===== src/rtl/pip_alu_pkg.sv =====
// Shared ALU encoding and sizing for the pip_ALU arbiter, the ALU and the benches.
// Keeps the opcode map and requester-id helpers in one place.
package pip_alu_pkg;

   localparam int WIDTH_DEF = 4;
   localparam int OPW_DEF   = 3;
   localparam int ID_W      = 1;

   localparam logic [2:0] OP_ADD  = 3'b000;
   localparam logic [2:0] OP_SUB  = 3'b001;
   localparam logic [2:0] OP_AND  = 3'b010;
   localparam logic [2:0] OP_OR   = 3'b011;
   localparam logic [2:0] OP_XOR  = 3'b100;
   localparam logic [2:0] OP_NOTA = 3'b101;
   localparam logic [2:0] OP_SHLA = 3'b110;
   localparam logic [2:0] OP_PASB = 3'b111;

   // Round-robin hand-off: the requester that did not just win gets priority.
   function automatic logic [ID_W-1:0] other_id(input logic [ID_W-1:0] id);
      return ~id;
   endfunction

endpackage


===== src/rtl/pip_alu_tagline.sv =====
// Tag delay line carrying {vld, id} alongside the pipelined ALU.
// Shifts every cycle; the last stage marks which requester owns alu_x.
module pip_alu_tagline #(
   parameter int DEPTH = 4,
   parameter int IDW   = 1
) (
   input  logic           clk,
   input  logic           rst_n,
   input  logic           in_vld,
   input  logic [IDW-1:0] in_id,
   output logic           out_vld,
   output logic [IDW-1:0] out_id,
   output logic           any_vld
);

   logic [DEPTH-1:0] vld_r;
   logic [IDW-1:0]   id_r [DEPTH];

   // Shift register: reset drops every outstanding operation.
   always_ff @(posedge clk or negedge rst_n) begin
      if (!rst_n) begin
         vld_r <= '0;
         for (int i = 0; i < DEPTH; i++) begin
            id_r[i] <= '0;
         end
      end else begin
         vld_r[0] <= in_vld;
         id_r[0]  <= in_id;
         for (int i = 1; i < DEPTH; i++) begin
            vld_r[i] <= vld_r[i-1];
            id_r[i]  <= id_r[i-1];
         end
      end
   end

   assign out_vld = vld_r[DEPTH-1];
   assign out_id  = id_r[DEPTH-1];
   assign any_vld = |vld_r;

endmodule


===== src/rtl/pip_alu_arb.sv =====
// Two-requester round-robin arbiter and issue sequencer for the pipelined ALU.
// Registers the winner onto the ALU inputs and routes alu_x back after LAT cycles.
module pip_alu_arb
   import pip_alu_pkg::*;
#(
   parameter int WIDTH = WIDTH_DEF,
   parameter int OPW   = OPW_DEF,
   parameter int LAT   = 3
) (
   input  logic             clk,
   input  logic             rst_n,
   input  logic             req0_valid,
   output logic             req0_ready,
   input  logic [WIDTH-1:0] req0_a,
   input  logic [WIDTH-1:0] req0_b,
   input  logic [OPW-1:0]   req0_op,
   input  logic             req1_valid,
   output logic             req1_ready,
   input  logic [WIDTH-1:0] req1_a,
   input  logic [WIDTH-1:0] req1_b,
   input  logic [OPW-1:0]   req1_op,
   input  logic             hold,
   output logic [WIDTH-1:0] alu_a,
   output logic [WIDTH-1:0] alu_b,
   output logic [OPW-1:0]   alu_op,
   input  logic [WIDTH-1:0] alu_x,
   output logic             rsp0_valid,
   output logic             rsp1_valid,
   output logic [WIDTH-1:0] rsp_x,
   output logic             busy
);

   logic            gnt0_s;
   logic            gnt1_s;
   logic            xfer_s;
   logic [ID_W-1:0] gnt_id_s;
   logic [ID_W-1:0] ptr_r;
   logic            tag_vld_s;
   logic [ID_W-1:0] tag_id_s;
   logic            tag_any_s;
   logic [WIDTH-1:0] rsp_hold_r;

   // Grant decode: readies are combinational and forced low in reset or hold.
   always_comb begin
      gnt0_s = 1'b0;
      gnt1_s = 1'b0;
      if (!rst_n || hold) begin
         gnt0_s = 1'b0;
         gnt1_s = 1'b0;
      end else if (req0_valid && req1_valid) begin
         gnt0_s = (ptr_r == 1'b0);
         gnt1_s = (ptr_r == 1'b1);
      end else begin
         gnt0_s = req0_valid;
         gnt1_s = req1_valid;
      end
   end

   assign req0_ready = gnt0_s;
   assign req1_ready = gnt1_s;
   assign xfer_s     = gnt0_s | gnt1_s;
   assign gnt_id_s   = gnt1_s;

   // Priority pointer moves to the loser after every grant.
   always_ff @(posedge clk or negedge rst_n) begin
      if (!rst_n) begin
         ptr_r <= 1'b0;
      end else if (xfer_s) begin
         ptr_r <= other_id(gnt_id_s);
      end else begin
         ptr_r <= ptr_r;
      end
   end

   // Issue register: idle cycles keep the old operands, their ALU output is never claimed.
   always_ff @(posedge clk or negedge rst_n) begin
      if (!rst_n) begin
         alu_a  <= '0;
         alu_b  <= '0;
         alu_op <= '0;
      end else if (xfer_s) begin
         alu_a  <= gnt1_s ? req1_a  : req0_a;
         alu_b  <= gnt1_s ? req1_b  : req0_b;
         alu_op <= gnt1_s ? req1_op : req0_op;
      end else begin
         alu_a  <= alu_a;
         alu_b  <= alu_b;
         alu_op <= alu_op;
      end
   end

   pip_alu_tagline #(
      .DEPTH (LAT + 1),
      .IDW   (ID_W)
   ) u_tagline (
      .clk     (clk),
      .rst_n   (rst_n),
      .in_vld  (xfer_s),
      .in_id   (gnt_id_s),
      .out_vld (tag_vld_s),
      .out_id  (tag_id_s),
      .any_vld (tag_any_s)
   );

   // Last delivered result, presented on rsp_x between strobes.
   always_ff @(posedge clk or negedge rst_n) begin
      if (!rst_n) begin
         rsp_hold_r <= '0;
      end else if (tag_vld_s) begin
         rsp_hold_r <= alu_x;
      end else begin
         rsp_hold_r <= rsp_hold_r;
      end
   end

   assign rsp0_valid = tag_vld_s & (tag_id_s == 1'b0);
   assign rsp1_valid = tag_vld_s & (tag_id_s == 1'b1);
   assign rsp_x      = tag_vld_s ? alu_x : rsp_hold_r;
   assign busy       = tag_any_s;

endmodule


===== config.mk =====
export PLATFORM = sky130hd
export DESIGN_NAME = pip_alu_arb
export DESIGN_NICKNAME = d
export VERILOG_FILES = /design/src/rtl/pip_alu_pkg.sv /design/src/rtl/pip_alu_tagline.sv /design/src/rtl/pip_alu_arb.sv
export SDC_FILE = /design/constraint.sdc
export NUM_CORES = 1
export LEC_CHECK = 0
export CAP_MARGIN = 10
export CORE_MARGIN = 4
export CORE_UTILIZATION = 40
export CTS_CLUSTER_SIZE = 12
export DETAILED_ROUTE_END_ITERATION = 12
export GPL_ROUTABILITY_DRIVEN = 0
export PLACE_DENSITY_LB_ADDON = 0.2
export SLEW_MARGIN = 40
export SYNTH_ARGS = -nofsm -noshare
export SYNTH_HDL_FRONTEND = slang
export SYNTH_HIERARCHICAL = 1
export SYNTH_SLANG_ARGS = --single-unit

===== constraint.sdc =====
create_clock -name clk -period 1.6 [get_ports clk]
set_input_delay 0.48 -clock clk [delete_from_list [all_inputs] [get_ports clk]]
set_output_delay 0.48 -clock clk [all_outputs]
set_load 0.005 [all_outputs]

**After elaboration in Yosys (flattened, before gate mapping)**

Cells that the tools add are included.

- Output and inout bits: 20
- Input port bits: 31
- Register bits after elaboration: 24

- Mux-type cells: 8
- Bitwise gates (word level): 6
- Reductions and logical operators: 4

Operators with widths:

| operator | count |
|---|---|
| 4-bit 2-to-1 mux | 3 |
| 1-bit 2-to-1 mux | 4 |
| 4-bit OR reduction | 1 |
| 3-bit 2-to-1 mux | 1 |
| 1-bit inverter | 3 |
| 1-bit bitwise AND | 2 |
| 1-bit logical AND | 1 |
| 1-bit zero test | 1 |
| 1-bit logical OR | 1 |
| 1-bit bitwise OR | 1 |

**Depth between registers and ports, before layout**

- Word-level depth: 4
- Gate-level depth with buffers: 4
- Mapped depth without buffers: 3

**By module**

The synthesis kept the hierarchy.

By module, submodules not included:

| module | area an instance (µm²) | cells each | instances | sequential area each (µm²) |
|---|---|---|---|---|
| pip_alu_arb | 892.1 | 83 | 1 | 400.4 |
| pip_alu_tagline | 207.7 | 9 | 1 | 200.2 |

**Worst setup path after synthesis**

OpenSTA, ideal clock, no wires.

- Kind: input port to output port
- Start point: in rst_n
- End point: out req1_ready
- Arrival: 1024 ps
- Buffers on the path: 1
- Stages: 3
- Slack: 96 ps
- Data required time: 1120 ps
- Cell sequence: nor2b_2 -> and3_4 -> buf_6

- Cells in the longest elaborated chain, start to end: 3

Ends and longest elaborated chain:

| what | RTL line | RTL |
|---|---|---|
| start, declared | pip_alu_arb.sv:11 | `input logic rst_n,` |
| 1-bit zero test (no source line) | -- |  |
| 1-bit logical OR | pip_alu_arb.sv:47 | `if (!rst_n \|\| hold) begin` |
| 1-bit 2-to-1 mux | pip_alu_arb.sv:47 |  |
| end, declared | pip_alu_arb.sv:18 | `output logic req1_ready,` |

Every way passes these cells.

**Final worst setup path**

- Start point: reg u_tagline.vld_r[3]
- End point: out busy

- Cells in the longest elaborated chain, start to end: 1

Ends and longest elaborated chain:

| what | RTL line | RTL |
|---|---|---|
| start, declared | pip_alu_tagline.sv:16 | `logic [DEPTH-1:0] vld_r;` |
| start signal, assigned by index | pip_alu_tagline.sv:30 | `vld_r[i] <= vld_r[i-1];` |
| 4-bit OR reduction | pip_alu_tagline.sv:38 | `assign any_vld = \|vld_r;` |
| end, declared | pip_alu_arb.sv:30 | `output logic busy` |

Every way passes these cells.

==> reports/results.ini <==
[clock_tree]
clock_path_buffers = 2
clock_latency_ps = 310
cts_tree = yes
cts-htree-levels = 1
cts_root_buf = clkbuf_4
cts_sinks = 24
cts.clk_slew.worst_paths_ps = 130
cts_buffers = 3

[worst_hold_path]
hold_path_class = in -> async

[route]
vias_per_cell = 5.39
wl_met2_mm = 1.59
routed_wl_mm = 3.07
drc = 0
vias = 1024
top_layer = met4
wire_per_inst_um = 16.1
drt_iter0_markers = 11
met1_length_mm = 1.22
firstDrtPassIters = 2
antenna_left = 0
dr_wl_met3_um = 237

[timing]
report.final.slew_viol_count = 0
setup_viol_count_final = 8
max_freq_ghz = 0.533
fin_skew_ps = 0.945
timing.hold.ws_ps = 120
worst_pin_slew_ps = 511
timing.setup.tns_ps = -1460
setup_slack_ps = -276
finalCritPeriodShare_pct = 117
slew_headroom_pct = 65.8
rsz0062_at_grt = yes
hold_viol = 0
fin_crit_ps = 1880

[global_routing]
grt_pass1_wl_mm = 4.84
grt_overflow_total = 0
antenna_found_initial = 0
grt_pass1_vias = 1110
grt_max_degree = 26
track_usage_pct = 18.1

[setup_path]
cp_slowest_cell = dfrtp_1
end_kind = primary output
path_class = reg -> out
critPathMaxFanout = 2
crit_chain = buf_6, or4_1, buf_2
start_kind = flop
worstPathArrival_ps = 1400
slowest_delay_ps = 420
cp.required_ps = 1120

[die]
fp-row-count = 18
fp.coreArea_um2 = 2540
dieArea_um2 = 3650
die_h_um = 60.4
ios = 51
dieWidth_um = 60.4
start_util_pct = 43.2

[yosys]
avgSynthCellArea_um2 = 12.0
synthTopCellsByArea = dfrtp_1 55%, o311ai_2 13%, nand4_1 6.3%
yosys_register_bits = 24
ys_warn_count = 6
synth_top_area_share_pct = 54.6
synthCells = 92
yosys.area.top_type = dfrtp_1
synth.distinct_cells = 24
synth_fp_nets = 123
synth_area_um2 = 1100
yosysSeqAreaShare_pct = 54.6

[power_and_ir_drop]
ir_drop_mv = 0.757
power.density_nw_per_um2 = 884
power.total_mw = 1.65
cellLeakagePower_nw = 0.875

[layout]
post-route-cell-area_um2 = 1870
antenna_cells = 0
utilization_pct = 73.3
stdcell_count = 190
layout_common_cells = 26 x clkdlybuf4s50_1, 24 x dfrtp_1, 16 x buf_4
drive_gt1_share_pct = 36.3
final_common_cell = clkdlybuf4s50_1
area_growth_pct = 69.6
final_nets = 192

[place]
pre_cts_ws_ps = -798
place_area_um2 = 1680
dp_hpwl_mm = 2.20
dp_cells = 176
numPortBuffers = 50

[outcome]
violations = negative setup slack
status = complete, but fails checks

[run]
max_cap_violations = 0

## where the power goes
part,switching [mW],total [mW],internal (mW),leakage [nW]
clock,0.183,0.436,0.253,0.0279
combinational,0.182,0.482,0.300,0.548
sequential,0.0412,0.730,0.689,0.299
total,0.406,1.65,1.24,0.875
## final timing paths
path | endpoint | start | cells past startpoint | slack [ps]
worst min-delay path | rsp_hold_r[3] | rst_n | 2 | 120
max in group asynchronous | alu_b[2] | rst_n | 2 | 1250
worst max register to register | alu_a[1] | ptr_r | 4 | 280
worst min register to register | u_tagline/id_r[1] | u_tagline/id_r[2] | 0 | 370
worst max-delay path | busy | u_tagline/vld_r[3] | 3 | -280
min in group clk | u_tagline/id_r[1] | u_tagline/id_r[2] | 0 | 370
## routing by layer
layer | up-vias | GRT usage [%]
met5 | - | 0
met3 | 2 | 4.26
met2 | 38 | 33.5
met1 | 511 | 20.8
li1 | 473 | -
met4 | 0 | 4.95
## kinds of logic (layout without fill, tap and decap cells)
| family | after synthesis | in the layout | share of synthesized area [%] |
|---|---|---|---|
| AO/OA/AOI/OAI | 24 | 24 | 21.4 |
| flip-flops | 24 | 24 | 54.6 |
| AND/OR/NAND/NOR | 21 | 21 | 12.3 |
| buffers and inverters | 19 | 87 | 7.62 |
| multiplexers | 4 | 4 | 4.10 |
## repair_timing
item / CTS / global route
pin swaps: 1 / 2
setup buffers: 9 / 1
gates resized for setup: 76 / 6
hold buffers: 0 / 0
gates cloned: 0 / 0
setup endpoints to repair: 33 / 9
## critical path, delay by kind of cell (launching register included)
| family | cells | cell delay [ps] |
|---|---|---|
| flops | 1 | 420 |
| simple gates | 1 | 400 |
| buf+inv | 2 | 260 |
## flip-flops by register name, summed over array words and instances, names as in the netlist
signal	count
alu_a	4
alu_b	4
alu_op	3
ptr_r	1
rsp_hold_r	4
u_tagline/id_r	3
u_tagline/out_id	1
u_tagline/vld_r	4
## cell usage after synthesis, drive strengths merged
cell	number
a21o	1
and2	1
and3	2
buf	3
clkbuf	4
dfrtp	24
inv	12
mux2	4
nand2	1
nand2b	2
nand4	11
nor2	1
nor2b	2
o21ai	12
o311ai	11
or4	1
## cell type report
class / count / area [µm²]
clock inverters: 1 / 30.0
multi-input cells: 49 / 468
well taps: 30 / 37.5
repair buffers: 71 / 662
inverters: 12 / 45.0
flip-flops and latches: 24 / 601
clock buffers: 3 / 22.5
fillers: 173 / 679
Power figures use the tool's default switching activity.
